`src/rtl/cla_byte_serial_adder_pkg.sv`:
```
// Shared types and constants for the byte-serial CLA adder.
// State encodings are fixed so the FSM is easy to follow in waveforms.
package cla_byte_serial_adder_pkg;

  localparam int BYTE_W = 8;

  typedef enum logic [1:0] {
    ST_IDLE = 2'd0,
    ST_RUN  = 2'd1,
    ST_DONE = 2'd2
  } state_e;

  // A single-byte adder still needs a 1-bit index register.
  function automatic int idx_width(input int nbytes);
    return (nbytes > 1) ? $clog2(nbytes) : 1;
  endfunction

endpackage

```
`src/rtl/carry_look_ahead_8bit.sv`:
```
// Combinational 8-bit carry-look-ahead adder; every carry is a flat
// sum-of-products of generate/propagate terms and the carry-in.
module carry_look_ahead_8bit (
  input  logic [7:0] a,
  input  logic [7:0] b,
  input  logic       cin,
  output logic [7:0] sum,
  output logic       cout
);

  logic [7:0] g;
  logic [7:0] p;
  logic [8:0] gc;
  logic [8:0] c;
  logic       prod;

  always_comb begin
    g    = a & b;
    p    = a ^ b;
    gc   = {g, cin};
    c    = '0;
    c[0] = cin;
    prod = 1'b0;
    // gc[j] is the carry source entering bit j; it survives only if every
    // bit from j up to i propagates.
    for (int i = 0; i < 8; i++) begin
      for (int j = 0; j <= i + 1; j++) begin
        prod = gc[j];
        for (int k = j; k <= i; k++) begin
          prod = prod & p[k];
        end
        c[i+1] = c[i+1] | prod;
      end
    end
    sum  = p ^ c[7:0];
    cout = c[8];
  end

endmodule

```
`src/rtl/cla_byte_serial_adder.sv`:
```
// Multi-byte adder that pushes one byte per clock through a shared 8-bit CLA,
// LSB first, with the registered carry fed back into the next byte.
module cla_byte_serial_adder
  import cla_byte_serial_adder_pkg::*;
#(
  parameter int NBYTES = 4
) (
  input  logic                     clk,
  input  logic                     rst,
  input  logic                     in_valid,
  output logic                     in_ready,
  input  logic [BYTE_W*NBYTES-1:0] a,
  input  logic [BYTE_W*NBYTES-1:0] b,
  input  logic                     cin,
  output logic                     out_valid,
  input  logic                     out_ready,
  output logic [BYTE_W*NBYTES-1:0] sum,
  output logic                     cout,
  output logic                     overflow
);

  localparam int W     = BYTE_W * NBYTES;
  localparam int IDX_W = idx_width(NBYTES);
  localparam logic [IDX_W-1:0] LAST_IDX = IDX_W'(NBYTES - 1);

  state_e           state_q, state_d;
  logic [IDX_W-1:0] idx_q, idx_d;
  logic             carry_q, carry_d;
  logic [W-1:0]     a_q, a_d;
  logic [W-1:0]     b_q, b_d;
  logic [W-1:0]     sum_q, sum_d;
  logic             cout_q, cout_d;
  logic             ovf_q, ovf_d;

  logic [BYTE_W-1:0] cla_a;
  logic [BYTE_W-1:0] cla_b;
  logic [BYTE_W-1:0] cla_sum;
  logic              cla_cout;

  assign cla_a = a_q[BYTE_W*int'(idx_q) +: BYTE_W];
  assign cla_b = b_q[BYTE_W*int'(idx_q) +: BYTE_W];

  carry_look_ahead_8bit u_cla (
    .a    (cla_a),
    .b    (cla_b),
    .cin  (carry_q),
    .sum  (cla_sum),
    .cout (cla_cout)
  );

  always_comb begin
    state_d = state_q;
    idx_d   = idx_q;
    carry_d = carry_q;
    a_d     = a_q;
    b_d     = b_q;
    sum_d   = sum_q;
    cout_d  = cout_q;
    ovf_d   = ovf_q;
    case (state_q)
      ST_IDLE: begin
        if (in_valid) begin
          a_d     = a;
          b_d     = b;
          carry_d = cin;
          idx_d   = '0;
          state_d = ST_RUN;
        end
      end
      ST_RUN: begin
        sum_d[BYTE_W*int'(idx_q) +: BYTE_W] = cla_sum;
        carry_d = cla_cout;
        if (idx_q == LAST_IDX) begin
          cout_d  = cla_cout;
          // cla_sum[MSB] is the final sum's sign bit on the last byte.
          ovf_d   = (a_q[W-1] == b_q[W-1]) && (cla_sum[BYTE_W-1] != a_q[W-1]);
          idx_d   = '0;
          state_d = ST_DONE;
        end else begin
          idx_d = idx_q + 1'b1;
        end
      end
      ST_DONE: begin
        if (out_ready) begin
          state_d = ST_IDLE;
        end
      end
      default: state_d = ST_IDLE;
    endcase
  end

  always_ff @(posedge clk) begin
    if (rst) begin
      state_q <= ST_IDLE;
      idx_q   <= '0;
      carry_q <= 1'b0;
      sum_q   <= '0;
      cout_q  <= 1'b0;
      ovf_q   <= 1'b0;
    end else begin
      state_q <= state_d;
      idx_q   <= idx_d;
      carry_q <= carry_d;
      sum_q   <= sum_d;
      cout_q  <= cout_d;
      ovf_q   <= ovf_d;
    end
  end

  // Operand holding registers carry no state that matters after reset.
  always_ff @(posedge clk) begin
    a_q <= a_d;
    b_q <= b_d;
  end

  assign in_ready  = (state_q == ST_IDLE);
  assign out_valid = (state_q == ST_DONE);
  assign sum       = sum_q;
  assign cout      = cout_q;
  assign overflow  = ovf_q;

endmodule
```
`config.mk`:
```
export PLATFORM = sky130hd
export DESIGN_NAME = cla_byte_serial_adder
export DESIGN_NICKNAME = d
export VERILOG_FILES = /design/src/rtl/cla_byte_serial_adder_pkg.sv /design/src/rtl/carry_look_ahead_8bit.sv /design/src/rtl/cla_byte_serial_adder.sv
export SDC_FILE = /design/constraint.sdc
export NUM_CORES = 1
export LEC_CHECK = 0
export CAP_MARGIN = 20
export CELL_PAD_IN_SITES_DETAIL_PLACEMENT = 0
export CELL_PAD_IN_SITES_GLOBAL_PLACEMENT = 1
export CORE_AREA = 2 2 103 105
export DETAILED_ROUTE_END_ITERATION = 10
export DIE_AREA = 0 0 105 107
export PLACE_DENSITY = 0.88
export SYNTH_ARGS = -nofsm -noshare
export SYNTH_HDL_FRONTEND = slang
export SYNTH_SLANG_ARGS = --single-unit
```
`constraint.sdc`:
```
create_clock -name clk -period 6 [get_ports clk]
set_input_delay 1.2 -clock clk [delete_from_list [all_inputs] [get_ports clk]]
set_output_delay 1.2 -clock clk [all_outputs]
set_load 0.02 [all_outputs]
```
### Yosys cells after proc, flatten, opt, wreduce, memory -nomap -nowiden

Cells that the tools add are included.

* add/sub/neg operators: 2
* equal/unequal tests: 8
* shift operators: 4
* multiplexer cells: 10
* bitwise logic cells: 75
* reduce and logical (&&, ||, !) cells: 7

Operator list (number)
* $shiftx A32 B6 Y8: 2
* $and A1 B1 Y1: 36
* $or A1 B1 Y1: 36
* $neg A5 Y33: 1
* $shift A8 B33 Y32 const A: 1
* $shiftx A8 B33 Y32: 1
* $bwmux W32: 1
* $xor A8 B8 Y8: 2
* $mux W2: 5
* $and A8 B8 Y8: 1
* $pmux W2 S3: 1
* $reduce_and A2 Y1: 3
* $eq A2 B2 Y1 const B: 2
* $ne A2 B2 Y1 const B: 2
* $pmux W2 S2: 1
* $reduce_and A3 Y1: 1
* $add A2 B1 Y2 const B: 1
* $eq A2 B1 Y1 const B: 1
* $logic_not A2 Y1: 1
* $ne A2 B1 Y1 const B: 1
* $pmux W1 S2: 1
* $reduce_bool A2 Y1: 1
* $eq A1 B1 Y1: 1
* $logic_and A1 B1 Y1: 1
* other kinds (2): 2

* register bits after elaboration: 103
* output and inout bits: 36

### Longest topological paths before layout

Gate-level depths: netlist of the first run.

* depth in word-level cells: 19
* mapped depth: 9
* gate-level depth less buffers: 8

### Hierarchy

A second synthesis of the first run with hierarchy kept.

* cells, all modules: 280
* area, all modules: 4151.5 um^2

Modules (own cells, without submodules)
* cla_byte_serial_adder: times used 1, cells each 241, area each 3823.7 um^2, seq. area each 2702.6 um^2
* carry_look_ahead_8bit: times used 1, cells each 39, area each 327.8 um^2, seq. area each 0.0 um^2

### Worst setup path before layout of the first run

No wires, ideal clock.

* kind: input -> register
* start: input port in_valid
* end: register a_q[0], enable pin
* data arrival time: 2707 ps
* setup slack: 2865 ps
* cell stages on the path: 1
* buffers on the path: 0
* path through: and2_1

* word-level cells in the longest chain between the ends: 1

RTL lines
* start, declared: RTL line cla_byte_serial_adder.sv:10 `input logic in_valid,`
* $reduce_and A2 Y1 (no source line)
* end signal, assigned: RTL line cla_byte_serial_adder.sv:112 `a_q <= a_d;`
* end, declared: RTL line cla_byte_serial_adder.sv:29 `logic [W-1:0] a_q, a_d;`

No other way between the ends.
A chain may end at the register's enable or synchronous reset.

### Worst setup path after layout of the first run

* start: register idx_q[0]
* end: register ovf_q, in the netlist overflow

* word-level cells in the longest chain between the ends: 19
* elaborated cells on any way between the ends: 44

RTL lines
* start, declared: RTL line cla_byte_serial_adder.sv:27 `logic [IDX_W-1:0] idx_q, idx_d;`
* start signal, assigned: RTL line cla_byte_serial_adder.sv:102 `idx_q <= idx_d;`
* $shiftx A32 B6 Y8 (on tied branches): RTL line cla_byte_serial_adder.sv:40, cla_byte_serial_adder.sv:41
* $xor A8 B8 Y8: RTL line carry_look_ahead_8bit.sv:19 `p = a ^ b;`
* $and A1 B1 Y1 (7 in series): RTL line carry_look_ahead_8bit.sv:30 `prod = prod & p[k];`
* $or A1 B1 Y1 (7 in series): RTL line carry_look_ahead_8bit.sv:32 `c[i+1] = c[i+1] | prod;`
* $xor A8 B8 Y8: RTL line carry_look_ahead_8bit.sv:35 `sum = p ^ c[7:0];`
* $ne A1 B1 Y1: RTL line cla_byte_serial_adder.sv:76 `ovf_d = (a_q[W-1] == b_q[W-1]) && (cla_sum[BYTE_W-1] != a_q[W-1]);`
* $logic_and A1 B1 Y1: RTL line cla_byte_serial_adder.sv:76
* end signal, assigned: RTL line cla_byte_serial_adder.sv:106 `ovf_q <= ovf_d;`
* end, declared: RTL line cla_byte_serial_adder.sv:33 `logic ovf_q, ovf_d;`

Several ways; a longest one is shown, not always the timed one.

==> run_summary.xml, run 1 <==
<?xml version="1.0" encoding="UTF-8"?>
<metrics>
  <group name="yosys">
    <metric name="ys_warn_count" unit="">0</metric>
    <metric name="synth.avg_cell_area" unit="um2">14.99</metric>
    <metric name="netlist_instances" unit="">283</metric>
    <metric name="synth_seq_area_share" unit="">0.6370</metric>
    <metric name="dominantRegCellSynth" unit="">sky130_fd_sc_hd__edfxtp_1</metric>
    <metric name="synth_area" unit="um2">4243</metric>
    <metric name="synth_async_sr_flop_share" unit="">0</metric>
    <metric name="synth_enable_flop_cells" unit="">64</metric>
    <metric name="yosysUniqueCellTypes" unit="">46</metric>
    <metric name="mappedNetlistNets" unit="">368</metric>
    <metric name="postSynthRegisterBits" unit="">103</metric>
  </group>
  <group name="cells_and_area">
    <metric name="layout-drive-gt1-share" unit="">0.1259</metric>
    <metric name="layout_commonest_cell" unit="">sky130_fd_sc_hd__clkdlybuf4s50_1</metric>
    <metric name="fin_nets" unit="">477</metric>
    <metric name="commonest_cells_after_routing_fill_and_taps_aside" unit="">104 x sky130_fd_sc_hd__clkdlybuf4s50_1, 64 x sky130_fd_sc_hd__edfxtp_1, 40 x sky130_fd_sc_hd__nor2_1</metric>
    <metric name="diodes" unit="">0</metric>
    <metric name="fillCellCount" unit="">867</metric>
    <metric name="areaGrowthSynthToFinish" unit="%">33.00</metric>
    <metric name="final_cell_count_no_fill" unit="">533</metric>
  </group>
  <group name="clock_network">
    <metric name="worst_setup_hold_path_clk_slew" unit="ps">100</metric>
    <metric name="cts_tree" unit="">done</metric>
    <metric name="cts_num_sinks" unit="">103</metric>
    <metric name="cts_resized" unit="">0</metric>
    <metric name="tritoncts.num_buffers" unit="">9</metric>
    <metric name="cts_setup_buffers" unit="">0</metric>
    <metric name="cts-root-buf" unit="">sky130_fd_sc_hd__clkbuf_8</metric>
    <metric name="htree_num_levels" unit="">3</metric>
    <metric name="hold_fix_buffer_count_after_cts" unit="">0</metric>
    <metric name="clock_path_buffers" unit="">2</metric>
    <metric name="clk-insertion-delay-late" unit="ps">370</metric>
  </group>
  <group name="setup_path">
    <metric name="cp_data_required_time" unit="ps">6300</metric>
    <metric name="worst-setup-path-type" unit="">reg2reg</metric>
    <metric name="startpoint_type" unit="">flip-flop</metric>
    <metric name="crit_path_end_kind" unit="">flip-flop</metric>
    <metric name="cp.arrival" unit="ps">3620</metric>
    <metric name="cp_max_fanout" unit="">24</metric>
    <metric name="reg2reg_slack" unit="ps">2680</metric>
  </group>
  <group name="pwr">
    <metric name="power.ir.vdd_worst" unit="mV">0.1396</metric>
    <metric name="power.static_leakage" unit="nW">1.940</metric>
    <metric name="p_per_area" unit="nW/um2">262.9</metric>
  </group>
  <group name="route">
    <metric name="detail_route.first_pass.iterations" unit="">4</metric>
    <metric name="count_of_vias_placed_by_the_detailed_router" unit="">2803</metric>
    <metric name="route.antenna.remaining_nets" unit="">0</metric>
    <metric name="drtIter0Drc" unit="">144</metric>
    <metric name="routed_wirelength" unit="mm">9.078</metric>
    <metric name="vias_per_cell" unit="">5.259</metric>
    <metric name="drt-wirelength-per-cell" unit="um">17.03</metric>
    <metric name="drc" unit="">0</metric>
  </group>
  <group name="place">
    <metric name="port-buffer-count" unit="">104</metric>
    <metric name="dp_hpwl" unit="mm">6.733</metric>
    <metric name="dpl.cell_count" unit="">517</metric>
    <metric name="globalplace.congestion" unit="">0.8549</metric>
  </group>
  <group name="die">
    <metric name="die_area" unit="um2">11240</metric>
    <metric name="core" unit="um2">10090</metric>
    <metric name="fp.dieH" unit="um">107</metric>
    <metric name="floorplan.rows" unit="">37</metric>
    <metric name="die_w" unit="um">105</metric>
    <metric name="initial_core_util" unit="">0.4204</metric>
    <metric name="ios" unit="">105</metric>
  </group>
  <group name="sta">
    <metric name="min_period" unit="ps">3321</metric>
    <metric name="fin_skew" unit="ps">8.272</metric>
    <metric name="slew_viol_final" unit="">0</metric>
    <metric name="fin_setup_tns" unit="ps">0</metric>
    <metric name="grt_setup_unrepaired" unit="">false</metric>
    <metric name="timing.max_slew.rel_slack" unit="">0.4743</metric>
    <metric name="period_share" unit="">0.5536</metric>
    <metric name="setup_viol_count_final" unit="">0</metric>
    <metric name="fmax" unit="MHz">301.1</metric>
    <metric name="tightest_slew" unit="ps">788.6</metric>
    <metric name="finalHoldViolCount" unit="">0</metric>
  </group>
  <group name="grt">
    <metric name="antenna_found_initial" unit="">0</metric>
    <metric name="number_of_global_route_vias_before_repair" unit="">2775</metric>
    <metric name="overall_global_routing_usage" unit="">0.1632</metric>
    <metric name="globalRouteOverflowTotal" unit="">0</metric>
    <metric name="pin_count_of_the_biggest_net_entering_global_routing" unit="">55</metric>
    <metric name="wire_length_of_the_first_global_routing_pass" unit="mm">14.15</metric>
  </group>
  <group name="run_status">
    <metric name="run_status" unit="">completed</metric>
  </group>
  <group name="flow_run">
    <metric name="maxCapViolations" unit="">0</metric>
  </group>
  <group name="hold_path">
    <metric name="min-delay-path-class" unit="">reg2reg</metric>
  </group>
</metrics>
-- stage by stage --
| stage | area, um2 | setup WS, ps | utilization | power, mW | hold slack (ps) |
|---|---|---|---|---|---|
| 2_1_floorplan | 4243 | 2865 | - | 0.9613 | 474.9 |
| 3_3_place_gp | 5436 | 2733 | 0.5387 | 1.054 | 493.7 |
| 3_5_place_dp | 5436 | 2657 | 0.5387 | 1.063 | 505.4 |
| 4_1_cts | 5643 | 2630 | 0.5591 | 1.498 | 529.2 |
| 5_1_grt | 5643 | 2435 | 0.5591 | 1.542 | 554.1 |
| 6_report | 5643 | 2679 | 0.5591 | 1.484 | 519.9 |
-- state kept, by name, summed over array words and instances (netlist names) --
register	cells
idx_q	2
b_q	32
carry_q	1
state_q	2
overflow	1
a_q	32
cout	1
sum	32
-- cells in the mapped netlist, types with 2 or more instances --
master                      n  area, um2
sky130_fd_sc_hd__a21o_1     2      15.01
sky130_fd_sc_hd__nor4b_4    3      71.32
sky130_fd_sc_hd__nor2b_1    2      12.51
sky130_fd_sc_hd__inv_1      7      26.28
sky130_fd_sc_hd__dfxtp_1   39      780.8
sky130_fd_sc_hd__a21oi_1    6      30.03
sky130_fd_sc_hd__edfxtp_1  64       1922
sky130_fd_sc_hd__o22ai_1    2      12.51
sky130_fd_sc_hd__clkbuf_1   6      22.52
sky130_fd_sc_hd__a22oi_1   30      225.2
sky130_fd_sc_hd__nor2_1    40      150.1
sky130_fd_sc_hd__o21a_1     3      22.52
sky130_fd_sc_hd__a32oi_1    4      35.03
sky130_fd_sc_hd__nor3_1     3      15.01
sky130_fd_sc_hd__a31oi_1    2      12.51
sky130_fd_sc_hd__nand2b_1   2      12.51
sky130_fd_sc_hd__mux4_2    16      360.4
sky130_fd_sc_hd__nand2_1    6      22.52
sky130_fd_sc_hd__ha_1      15      187.7
sky130_fd_sc_hd__xnor2_1    3      26.28
sky130_fd_sc_hd__nand2_4    3      33.78
-- report_power, final --
group	switching [mW]	internal, mW
sequential	0.0172	0.788
clock	0.241	0.198
combinational	0.126	0.115
total	0.384	1.10
-- worst max-delay path, cell delays in order (launching register included) --
cell                       delay [ps]
sky130_fd_sc_hd__dfxtp_2          850
sky130_fd_sc_hd__mux4_2           620
sky130_fd_sc_hd__ha_1             310
sky130_fd_sc_hd__ha_1             190
sky130_fd_sc_hd__o211ai_1         220
sky130_fd_sc_hd__a21oi_1          200
sky130_fd_sc_hd__o41ai_4          470
sky130_fd_sc_hd__a31oi_1          160
sky130_fd_sc_hd__a211oi_2         230
-- area by class of cell --
class	instances	area (um2)	area share
clock buffers	9	123.9	0.02195
clock inverters	7	82.58	0.01463
inverters	7	26.28	0.004656
multi-input cells	164	1473	0.2610
flip-flops and latches	103	2704	0.4792
well taps	136	170.2	0.03016
repair buffers	107	1064	0.1885
-- layer usage --
metal,global-route usage,part of all wire,vias up
met3,0.03891,0.068,13
li1,-,-,1317
met2,0.2658,0.49,112
met1,0.2070,0.42,1361
met4,0.07524,0.015,0
met5,0,0,-
-- worst paths after layout --
| kind | startpoint | endpoint | cells after the start |
|---|---|---|---|
| setup / recovery | idx_q[0] | overflow | 8 |
| hold / removal | sum[16] | sum[16] | 2 |
| setup reg to reg | idx_q[0] | overflow | 8 |
| hold reg to reg | sum[16] | sum[16] | 2 |
-- logic make-up (layout without fill, tap and decap cells) --
logic type / after synthesis / after routing / share of synthesized area
DFF: 103 / 103 / 0.6370
and+or+nand+nor: 68 / 68 / 0.09260
AOI/OAI and AO/OA: 59 / 59 / 0.1097
muxes: 17 / 17 / 0.08729
adders and majority gates: 16 / 16 / 0.04895
buffers and inverters: 16 / 130 / 0.01622
xor gates and xnor gates: 4 / 4 / 0.008259
No activity file was read; power rests on OpenSTA's default activity.
==> inputs of run 2 (changes only) <==
--- a/config.mk
+++ b/config.mk
@@ -8,10 +8,10 @@
 export CAP_MARGIN = 20
 export CELL_PAD_IN_SITES_DETAIL_PLACEMENT = 0
 export CELL_PAD_IN_SITES_GLOBAL_PLACEMENT = 1
-export CORE_AREA = 2 2 103 105
+export CORE_AREA = 2 2 106 108
 export DETAILED_ROUTE_END_ITERATION = 10
-export DIE_AREA = 0 0 105 107
-export PLACE_DENSITY = 0.88
+export DIE_AREA = 0 0 108 110
+export PLACE_DENSITY = 0.84
 export SYNTH_ARGS = -nofsm -noshare
 export SYNTH_HDL_FRONTEND = slang
 export SYNTH_SLANG_ARGS = --single-unit
==> constraint.sdc (replaced) <==
create_clock -name clk -period 3.5 [get_ports clk]
set_input_delay 0.7 -clock clk [delete_from_list [all_inputs] [get_ports clk]]
set_output_delay 0.7 -clock clk [all_outputs]
set_load 0.02 [all_outputs]
==> run 2 against run 1 <==
Sequential power grew 70%. First-iteration DRC count grew 6.9%. Clock power grew 61%. Die area grew 5.7%. Hold slack gained 2.3 ps. Non-clock buffer count grew 1. Setup slack lost 2200 ps. Clock skew grew 3.0 ps. Utilization shrank 3.1 points. Count of clock-buffer cells in the layout is the same. Combinational power grew 73%.
==> run_summary.xml, run 2 (synthesis gave the netlist of run 1 again) <==
<?xml version="1.0" encoding="UTF-8"?>
<metrics>
  <group name="cells_and_area">
    <metric name="register_area" unit="um2">2704</metric>
    <metric name="layout-drive-gt1-share" unit="">0.1281</metric>
    <metric name="fin_nets" unit="">478</metric>
    <metric name="finalCoreUtilization" unit="">0.5280</metric>
    <metric name="fillCellCount" unit="">908</metric>
    <metric name="final_design_area_no_fill" unit="um2">5648</metric>
    <metric name="areaGrowthSynthToFinish" unit="%">33.12</metric>
    <metric name="layout_commonest_cell" unit="">sky130_fd_sc_hd__clkdlybuf4s50_1</metric>
    <metric name="commonest_cells_after_routing_fill_and_taps_aside" unit="">104 x sky130_fd_sc_hd__clkdlybuf4s50_1, 64 x sky130_fd_sc_hd__edfxtp_1, 40 x sky130_fd_sc_hd__nor2_1</metric>
    <metric name="diodes" unit="">0</metric>
    <metric name="multiInputGateArea" unit="um2">1473</metric>
  </group>
  <group name="clock_network">
    <metric name="cts_setup_buffers" unit="">0</metric>
    <metric name="worst_setup_hold_path_clk_slew" unit="ps">100</metric>
    <metric name="cts_tree" unit="">done</metric>
    <metric name="tritoncts.num_buffers" unit="">9</metric>
    <metric name="htree_num_levels" unit="">3</metric>
    <metric name="hold_fix_buffer_count_after_cts" unit="">0</metric>
    <metric name="cts-root-buf" unit="">sky130_fd_sc_hd__clkbuf_8</metric>
    <metric name="clk-insertion-delay-late" unit="ps">360</metric>
    <metric name="clock_path_buffers" unit="">2</metric>
    <metric name="cts_num_sinks" unit="">103</metric>
    <metric name="cts_resized" unit="">0</metric>
  </group>
  <group name="pwr">
    <metric name="p_per_area" unit="nW/um2">441.6</metric>
    <metric name="power.static_leakage" unit="nW">1.950</metric>
    <metric name="power.ir.vdd_worst" unit="mV">0.2517</metric>
    <metric name="totalPowerFinal" unit="mW">2.494</metric>
  </group>
  <group name="grt">
    <metric name="number_of_global_route_vias_before_repair" unit="">2869</metric>
    <metric name="globalRouteOverflowTotal" unit="">0</metric>
    <metric name="antenna_found_initial" unit="">0</metric>
    <metric name="wire_length_of_the_first_global_routing_pass" unit="mm">14.46</metric>
    <metric name="overall_global_routing_usage" unit="">0.1599</metric>
    <metric name="pin_count_of_the_biggest_net_entering_global_routing" unit="">46</metric>
  </group>
  <group name="hold_path">
    <metric name="min-delay-path-class" unit="">reg2reg</metric>
  </group>
  <group name="setup_path">
    <metric name="cp.arrival" unit="ps">3330</metric>
    <metric name="timing.critical_path.max_delay_family" unit="">compound AO/OA/AOI/OAI gates</metric>
    <metric name="cp_data_required_time" unit="ps">3800</metric>
    <metric name="crit_slowest_cell" unit="">sky130_fd_sc_hd__mux4_2</metric>
    <metric name="crit_path_end_kind" unit="">flip-flop</metric>
    <metric name="critPathMaxStageDelay" unit="ps">580</metric>
    <metric name="cp.buffers_inverters" unit="">0</metric>
    <metric name="cells_along_the_critical_path" unit="">mux4_2, ha_1, ha_1, o211ai_1, a21oi_1, o41ai_4, a31oi_1, a211oi_2</metric>
    <metric name="reg2reg_slack" unit="ps">470</metric>
    <metric name="crit_path_frequent_cell" unit="">sky130_fd_sc_hd__ha_1</metric>
    <metric name="cp_max_fanout" unit="">11</metric>
    <metric name="startpoint_type" unit="">flip-flop</metric>
    <metric name="worst-setup-path-type" unit="">reg2reg</metric>
  </group>
  <group name="die">
    <metric name="die_w" unit="um">108</metric>
    <metric name="initial_core_util" unit="">0.3966</metric>
    <metric name="die_area" unit="um2">11880</metric>
    <metric name="ios" unit="">105</metric>
    <metric name="floorplan.rows" unit="">38</metric>
    <metric name="core" unit="um2">10700</metric>
    <metric name="fp.dieH" unit="um">110</metric>
  </group>
  <group name="sta">
    <metric name="setup_viol_count_final" unit="">0</metric>
    <metric name="fin_setup_tns" unit="ps">0</metric>
    <metric name="timing.max_slew.rel_slack" unit="">0.6072</metric>
    <metric name="tightest_slew" unit="ps">586.7</metric>
    <metric name="grt_setup_unrepaired" unit="">false</metric>
    <metric name="period_share" unit="">0.8661</metric>
    <metric name="min_period" unit="ps">3031</metric>
    <metric name="fin_skew" unit="ps">11.28</metric>
    <metric name="finalHoldViolCount" unit="">0</metric>
    <metric name="slew_viol_final" unit="">0</metric>
    <metric name="fmax" unit="MHz">329.9</metric>
  </group>
  <group name="route">
    <metric name="routed_wirelength" unit="mm">9.014</metric>
    <metric name="vias_per_cell" unit="">5.204</metric>
    <metric name="route.antenna.remaining_nets" unit="">0</metric>
    <metric name="drc" unit="">0</metric>
    <metric name="count_of_vias_placed_by_the_detailed_router" unit="">2800</metric>
    <metric name="drtIter0Drc" unit="">154</metric>
    <metric name="detail_route.first_pass.iterations" unit="">4</metric>
    <metric name="drt-wirelength-per-cell" unit="um">16.75</metric>
  </group>
  <group name="run_status">
    <metric name="run_status" unit="">completed</metric>
  </group>
  <group name="place">
    <metric name="post_dp_cell_area" unit="um2">5461</metric>
    <metric name="port-buffer-count" unit="">104</metric>
    <metric name="globalplace.congestion" unit="">0.8230</metric>
    <metric name="dp_hpwl" unit="mm">6.929</metric>
  </group>
  <group name="flow_run">
    <metric name="maxCapViolations" unit="">0</metric>
  </group>
</metrics>
-- run 2: cell count changes in the layout (fill, tap and decap cells not counted) --
| cell | previous run | this run |
|---|---|---|
| sky130_fd_sc_hd__clkinvlp_4 | 2 | 0 |
| sky130_fd_sc_hd__bufinv_16 | 1 | 0 |
| sky130_fd_sc_hd__clkinv_4 | 3 | 2 |
| sky130_fd_sc_hd__inv_8 | 1 | 2 |
| sky130_fd_sc_hd__inv_6 | 0 | 2 |
| sky130_fd_sc_hd__clkinv_2 | 0 | 1 |
| sky130_fd_sc_hd__buf_12 | 0 | 1 |
-- run 2: tightest hold or removal path: stages, from the launching register on --
cell and delay, ps:
sky130_fd_sc_hd__dfxtp_1 340, sky130_fd_sc_hd__a22oi_1 80, sky130_fd_sc_hd__nor2_1 80
-- run 2: through the flow --
stage | worst slack (ps) | std cells | hold WS (ps)
floorplan | 563.2 | 283 | 474.9
global placement | 522.6 | 522 | 494.0
detailed placement | 438.8 | 522 | 506.3
CTS | 421.6 | 538 | 529.4
global route | 197.3 | 538 | 559.0
finish | 468.5 | 538 | 522.1
-- run 2: layer usage --
metal,share of wire,routed length (um),vias to the layer above,track usage
met4,0.012,107,0,0.05403
li1,-,-,1320,-
met5,0,0,-,0
met1,0.42,3822,1348,0.2042
met2,0.49,4400,122,0.2713
met3,0.076,684,10,0.03527
-- run 2: layout make-up --
cell class	instances	area share
Tap cell	140	0.03101
Multi-Input combinational cell	164	0.2607
Clock inverter	7	0.01108
Inverter	7	0.004652
Clock buffer	9	0.02193
Timing Repair Buffer	108	0.1918
Sequential cell	103	0.4787
-- run 2: path summary, 6_finish.rpt --
kind	from	endpoint	cells after the start
worst min register to register	sum[19]	sum[19]	2
worst max-delay path	idx_q[0]	overflow	8
worst min-delay path	sum[19]	sum[19]	2
worst max register to register	idx_q[0]	overflow	8
-- run 2: report_power, final --
part | switching (mW) | leakage [nW] | internal (mW)
Clock | 0.427 | 0.0980 | 0.275
Sequential | 0.0251 | 0.925 | 1.35
Combinational | 0.217 | 0.926 | 0.200
==> inputs of run 3 (changes only) <==
--- a/config.mk
+++ b/config.mk
@@ -12,6 +12,7 @@
 export DETAILED_ROUTE_END_ITERATION = 10
 export DIE_AREA = 0 0 108 110
 export PLACE_DENSITY = 0.84
+export SLEW_MARGIN = 20
 export SYNTH_ARGS = -nofsm -noshare
 export SYNTH_HDL_FRONTEND = slang
 export SYNTH_SLANG_ARGS = --single-unit
==> results of run 3 <==
Same layout as run 2: the final DEF is identical, and so are final timing and power.
